File: src/rtl/alu_seq_pkg.sv
// Shared definitions for the ALU sequencer and the enable-gated ALU it feeds.
package alu_seq_pkg;

    // Default datapath widths.
    localparam int unsigned AluW   = 4;
    localparam int unsigned AluOpW = 3;

    // Opcodes understood by the shared ALU.
    localparam logic [AluOpW-1:0] OpAdd   = 3'd0;
    localparam logic [AluOpW-1:0] OpSub   = 3'd1;
    localparam logic [AluOpW-1:0] OpAnd   = 3'd2;
    localparam logic [AluOpW-1:0] OpOr    = 3'd3;
    localparam logic [AluOpW-1:0] OpXor   = 3'd4;
    localparam logic [AluOpW-1:0] OpPassA = 3'd5;

    typedef enum logic [1:0] {
        StIdle,
        StExec,
        StResp
    } seq_state_e;

endpackage

File: src/rtl/rr_arb2.sv
// Two-input round-robin arbiter; the priority bit flips away from each winner.
module rr_arb2 (
    input  logic       clk,
    input  logic       rst,
    input  logic       valid0_i,
    input  logic       valid1_i,
    input  logic       advance_i,
    output logic [1:0] gnt_o
);

    logic pri_q, pri_d;

    // One-hot grant: a lone requester wins, a tie goes to the priority holder.
    always_comb begin
        gnt_o[0] = valid0_i & (~valid1_i | ~pri_q);
        gnt_o[1] = valid1_i & (~valid0_i | pri_q);
    end

    // Priority moves to the loser only when a grant is actually taken.
    always_comb begin
        pri_d = pri_q;
        if (advance_i && (gnt_o != 2'b00)) begin
            pri_d = ~gnt_o[1];
        end
    end

    // Priority register.
    always_ff @(posedge clk) begin
        if (rst) begin
            pri_q <= 1'b0;
        end else begin
            pri_q <= pri_d;
        end
    end

endmodule

File: src/rtl/alu_sequencer.sv
// Two-requester controller for the shared ALU: arbitrate, gate operands for a
// fixed window, capture the result and return it over a valid/ready channel.
module alu_sequencer
    import alu_seq_pkg::*;
#(
    parameter int unsigned W       = AluW,
    parameter int unsigned OPW     = AluOpW,
    parameter int unsigned ALU_LAT = 1
) (
    input  logic           clk,
    input  logic           rst,
    input  logic           req0_valid,
    output logic           req0_ready,
    input  logic [W-1:0]   req0_a,
    input  logic [W-1:0]   req0_b,
    input  logic [OPW-1:0] req0_op,
    input  logic           req1_valid,
    output logic           req1_ready,
    input  logic [W-1:0]   req1_a,
    input  logic [W-1:0]   req1_b,
    input  logic [OPW-1:0] req1_op,
    output logic           alu_en,
    output logic [W-1:0]   alu_a,
    output logic [W-1:0]   alu_b,
    output logic [OPW-1:0] alu_op,
    input  logic [W-1:0]   alu_result,
    input  logic           alu_carry,
    output logic           rsp_valid,
    input  logic           rsp_ready,
    output logic           rsp_id,
    output logic [W-1:0]   rsp_result,
    output logic           rsp_carry,
    output logic           busy
);

    localparam int unsigned    CntW    = $clog2(ALU_LAT + 1);
    localparam logic [CntW-1:0] CntLoad = CntW'(ALU_LAT - 1);

    seq_state_e     state_q, state_d;
    logic [CntW-1:0] cnt_q, cnt_d;
    logic           alu_en_q, alu_en_d;
    logic [W-1:0]   alu_a_q, alu_a_d;
    logic [W-1:0]   alu_b_q, alu_b_d;
    logic [OPW-1:0] alu_op_q, alu_op_d;
    logic           id_q, id_d;
    logic           rsp_valid_q, rsp_valid_d;
    logic           rsp_id_q, rsp_id_d;
    logic [W-1:0]   rsp_result_q, rsp_result_d;
    logic           rsp_carry_q, rsp_carry_d;

    logic [1:0] gnt;
    logic       accept;

    assign accept = (state_q == StIdle) & (req0_valid | req1_valid);

    rr_arb2 u_arb (
        .clk       (clk),
        .rst       (rst),
        .valid0_i  (req0_valid),
        .valid1_i  (req1_valid),
        .advance_i (accept),
        .gnt_o     (gnt)
    );

    // Next-state: accept in IDLE, count out the window in EXEC, hand off in RESP.
    always_comb begin
        state_d      = state_q;
        cnt_d        = cnt_q;
        alu_en_d     = alu_en_q;
        alu_a_d      = alu_a_q;
        alu_b_d      = alu_b_q;
        alu_op_d     = alu_op_q;
        id_d         = id_q;
        rsp_valid_d  = rsp_valid_q;
        rsp_id_d     = rsp_id_q;
        rsp_result_d = rsp_result_q;
        rsp_carry_d  = rsp_carry_q;
        unique case (state_q)
            StIdle: begin
                if (accept) begin
                    state_d  = StExec;
                    cnt_d    = CntLoad;
                    alu_en_d = 1'b1;
                    alu_a_d  = gnt[1] ? req1_a  : req0_a;
                    alu_b_d  = gnt[1] ? req1_b  : req0_b;
                    alu_op_d = gnt[1] ? req1_op : req0_op;
                    id_d     = gnt[1];
                end
            end
            StExec: begin
                if (cnt_q == '0) begin
                    state_d      = StResp;
                    rsp_valid_d  = 1'b1;
                    rsp_id_d     = id_q;
                    rsp_result_d = alu_result;
                    rsp_carry_d  = alu_carry;
                    // Drop the gate so operands read zero outside the window.
                    alu_en_d     = 1'b0;
                    alu_a_d      = '0;
                    alu_b_d      = '0;
                    alu_op_d     = '0;
                end else begin
                    cnt_d = cnt_q - CntW'(1);
                end
            end
            StResp: begin
                if (rsp_ready) begin
                    state_d     = StIdle;
                    rsp_valid_d = 1'b0;
                end
            end
            default: state_d = StIdle;
        endcase
    end

    // State and registered outputs; reset discards any operation in flight.
    always_ff @(posedge clk) begin
        if (rst) begin
            state_q      <= StIdle;
            cnt_q        <= '0;
            alu_en_q     <= 1'b0;
            alu_a_q      <= '0;
            alu_b_q      <= '0;
            alu_op_q     <= '0;
            id_q         <= 1'b0;
            rsp_valid_q  <= 1'b0;
            rsp_id_q     <= 1'b0;
            rsp_result_q <= '0;
            rsp_carry_q  <= 1'b0;
        end else begin
            state_q      <= state_d;
            cnt_q        <= cnt_d;
            alu_en_q     <= alu_en_d;
            alu_a_q      <= alu_a_d;
            alu_b_q      <= alu_b_d;
            alu_op_q     <= alu_op_d;
            id_q         <= id_d;
            rsp_valid_q  <= rsp_valid_d;
            rsp_id_q     <= rsp_id_d;
            rsp_result_q <= rsp_result_d;
            rsp_carry_q  <= rsp_carry_d;
        end
    end

    assign req0_ready = (state_q == StIdle) & gnt[0];
    assign req1_ready = (state_q == StIdle) & gnt[1];
    assign alu_en     = alu_en_q;
    assign alu_a      = alu_a_q;
    assign alu_b      = alu_b_q;
    assign alu_op     = alu_op_q;
    assign rsp_valid  = rsp_valid_q;
    assign rsp_id     = rsp_id_q;
    assign rsp_result = rsp_result_q;
    assign rsp_carry  = rsp_carry_q;
    assign busy       = (state_q != StIdle);

endmodule

File: config.mk
export PLATFORM = sky130hd
export DESIGN_NAME = alu_sequencer
export DESIGN_NICKNAME = d
export VERILOG_FILES = /design/src/rtl/alu_seq_pkg.sv /design/src/rtl/rr_arb2.sv /design/src/rtl/alu_sequencer.sv
export SDC_FILE = /design/constraint.sdc
export NUM_CORES = 1
export LEC_CHECK = 0
export BUFFER_PORTS_ARGS = -buffer_cell sky130_fd_sc_hd__buf_2
export CAP_MARGIN = 20
export CORE_UTILIZATION = 40
export CTS_CLUSTER_DIAMETER = 40
export DETAILED_ROUTE_END_ITERATION = 6
export PLACE_DENSITY = 0.74
export SYNTH_ARGS = -nofsm -noshare
export SYNTH_HDL_FRONTEND = slang
export SYNTH_SLANG_ARGS = --single-unit
File: constraint.sdc
create_clock -name clk -period 1.41 [get_ports clk]
set_input_delay 0.141 -clock clk [delete_from_list [all_inputs] [get_ports clk]]
set_output_delay 0.141 -clock clk [all_outputs]
set_load 0.05 [all_outputs]
==> metrics.md <==
| Metric | Value |
|---|---|
| Clk sinks | 23 |
| Reg2reg path depth | 4 |
| Leak Pwr | 0.662 nW |
| Crit-path cells | nor2_4 -> nand2_2 -> a21oi_2 -> buf_6 |
| CTS tree | built |
| Initial core utilization | 0.421 |
| Initial antenna violation count | 0 |
| Unique masters post-synth | 24 |
| Io pins | 54 |
| Max-slew violation count | 0 |
| Critical path startpoint category | flop |
| FF+latch count, synth | 23 |
| Fin nets | 185 |
| Die Wd | 50.3 um |
| Status | completed |
| Period utilization | 0.973 |
| GRT Util Overall | 0.176 |
| Synth-to-Final Area Change | 40.7% |
| Via count | 896 |
| Buf/Inv on CP | 1 |
| Global-route wire length before repair | 3280 um |
| Hold_buf cts | 0 |
| Fin crit period | 1370 ps |
| Post-DRT Antenna Nets | 0 |
| Most frequent cells in the layout | buf_2, dfxtp_1, nand2_1 |
| Register area share after synthesis | 0.494 |
| Setup Viol. Count Final | 0 |
| Vias per inst | 4.98 |
| Core ar. | 2210 sq um |
| Crit Path Class | flop to primary output |
| Final worst setup slack | 38.3 ps |
| DIE HEIGHT | 50.3 um |
| Commonest non-fill, non-tap cell in the layout | buf_2 |
| Relative slew slack | 0.822 |
| Routed len/inst | 12.0 um |
| Setup Skew | 4.43 ps |
| Pwr dens | 1180 nW/um^2 |
| Reg2reg start | state_q[0] |
| CP Data Required Time | 1270 ps |
| Hold Fails Final Rpt | 0 |
| Worst Tran Pin Value | 267 ps |
| Final setup TNS | 0 ps |
| # diodes | 0 |
| CTS buffer count | 3 |
| Avg Cell Area, Syn | 9.81 sq um |
| Number of global-route vias before repair | 769 |
| Worst-skew pair later-pin latency | 310 ps |
| WP data arrival | 1230 ps |
| Highest-delay cell along the critical path | dfxtp_4 |
| Worst path max stage delay | 380 ps |
| Clock transition at path regs | 120 ps |
| Cell count after synthesis | 95 |
| Worst R2R Setup Slack | 140 ps |
| Total die area | 2530 sq um |
| DR iter-0 viols | 9 |
| Unrepaired setup endpoints after global routing | true |
| Yosys warning total | 0 |
| DP HPWL | 1570 um |
| CP Launch Point | state_q[0] |
| # H-tree levels | 1 |
| Critical Path Sink | req0_ready |
| Min-delay worst type | input port to flop |
| Top delay family on crit path | flip-flops |
| Site row count | 17 |
| Layout cells sized above 1 | 0.487 |
| Post-Place Setup Slack | 172 ps |
| CTS Buffer Depth | 2 |
| Post-synthesis cell area | 932 sq um |
| Critical path peak fanout | 6 |
| Drc violations | 0 |
| Placer Congestion | 0.771 |
| Max Cap Viol | 0 |
| Synthesized Nets | 127 |
| CTS root buf | clkbuf_4 |
| Power after layout | 0.00154 W |
| Largest net degree at the start of global routing | 14 |
| Port bufs | 53 |
| Number of iterations in the first detailed-routing pass | 4 |
| R2r endpoint | alu_op[0] |
| Routed WL | 2160 um |
| Peak Freq | 729 MHz |
| Setup crit end kind | primary output |
| Crit. path cell count | 4 |
| Max VDD drop | 613 uV |
| Overflow left after global routing | 0 |
[how the worst min path moves through the flow]
stage / startpoint / to / cells past startpoint
floorplan: rst / u_arb.pri_q / 1
global placement: alu_result[0] / rsp_result[0] / 3
detailed placement: alu_result[1] / rsp_result[1] / 3
CTS: alu_result[1] / rsp_result[1] / 3
global route: alu_result[1] / rsp_result[1] / 3
finish: alu_carry / rsp_carry / 3
[cells by family (layout without fill, tap and decap cells)]
| kind of cell | Yosys count | in the layout | synth area share |
|---|---|---|---|
| mux | 11 | 11 | 0.118 |
| simple gates | 29 | 29 | 0.152 |
| buf+inv | 8 | 65 | 0.0443 |
| flops | 23 | 23 | 0.494 |
| compound gates | 24 | 24 | 0.192 |
[registers in the layout, summed over array words and instances (netlist names)]
name / flops
alu_a: 4
rsp_id: 1
state_q: 2
alu_op: 3
rsp_carry: 1
id_q: 1
u_arb.pri_q: 1
rsp_valid: 1
alu_b: 4
alu_en: 1
rsp_result: 4
[report_power, final]
group	switching, W	leakage (nW)	internal [W]
logic	0.000330	0.454	0.000165
clock network	0.000198	0.0177	0.000106
registers	0.0000359	0.190	0.000706
[cells in the mapped netlist, drive strengths merged]
library cell | instances | area share
a311oi | 1 | 0.0094
o2bb2ai | 11 | 0.11
buf | 3 | 0.024
nor2 | 9 | 0.044
o21ai | 2 | 0.015
a21oi | 9 | 0.048
or3b | 1 | 0.0094
or3 | 1 | 0.012
nand2 | 13 | 0.052
a2bb2oi | 1 | 0.0094
mux2i | 11 | 0.12
dfxtp | 23 | 0.49
nor3 | 2 | 0.011
clkbuf | 2 | 0.0081
inv | 3 | 0.012
nand2b | 1 | 0.0067
and2b | 1 | 0.0081
nand3b | 1 | 0.0081
[final cells by class]
type | count | area (sq um)
clock buffers | 3 | 22.5
fillers | 204 | 901
multi-input cells | 64 | 444
well taps | 28 | 35.0
inverters | 3 | 11.3
flip-flops and latches | 23 | 465
repair buffers | 58 | 328
clock inverters | 1 | 5.00
[layer usage]
layer,track usage,vias to the layer above,routed length (um)
met1,0.188,402,958
li1,-,448,-
met2,0.313,42,1010
met3,0.0394,4,151
met4,0.100,0,38
met5,0,-,0
[worst reg2reg max path: stages, from the launching register on]
cell and delay [ps]:
dfxtp_4 380, nor2_4 140, inv_2 80, or3_4 450, o2bb2ai_1 170
[through the flow]
step                      cells  utilization  hold slack [ps]  cell area (sq um)
after floorplan              95            -              213                938
after global placement      174        0.562              384               1240
after detailed placement    174        0.562              393               1240
after CTS                   178        0.579             45.3               1280
after global routing        180        0.593             37.7               1310
final                       180        0.593             51.6               1310
[timing repair]
| action | in CTS | in global routing |
|---|---|---|
| setup buffers | 0 | 2 |
| resized for setup | 3 | 6 |
| hold endpoints to repair | 0 | 0 |
| setup endpoints to repair | 2 | 2 |
| pin swaps | 0 | 2 |
Note: power is estimated with default switching activity, not from simulation.
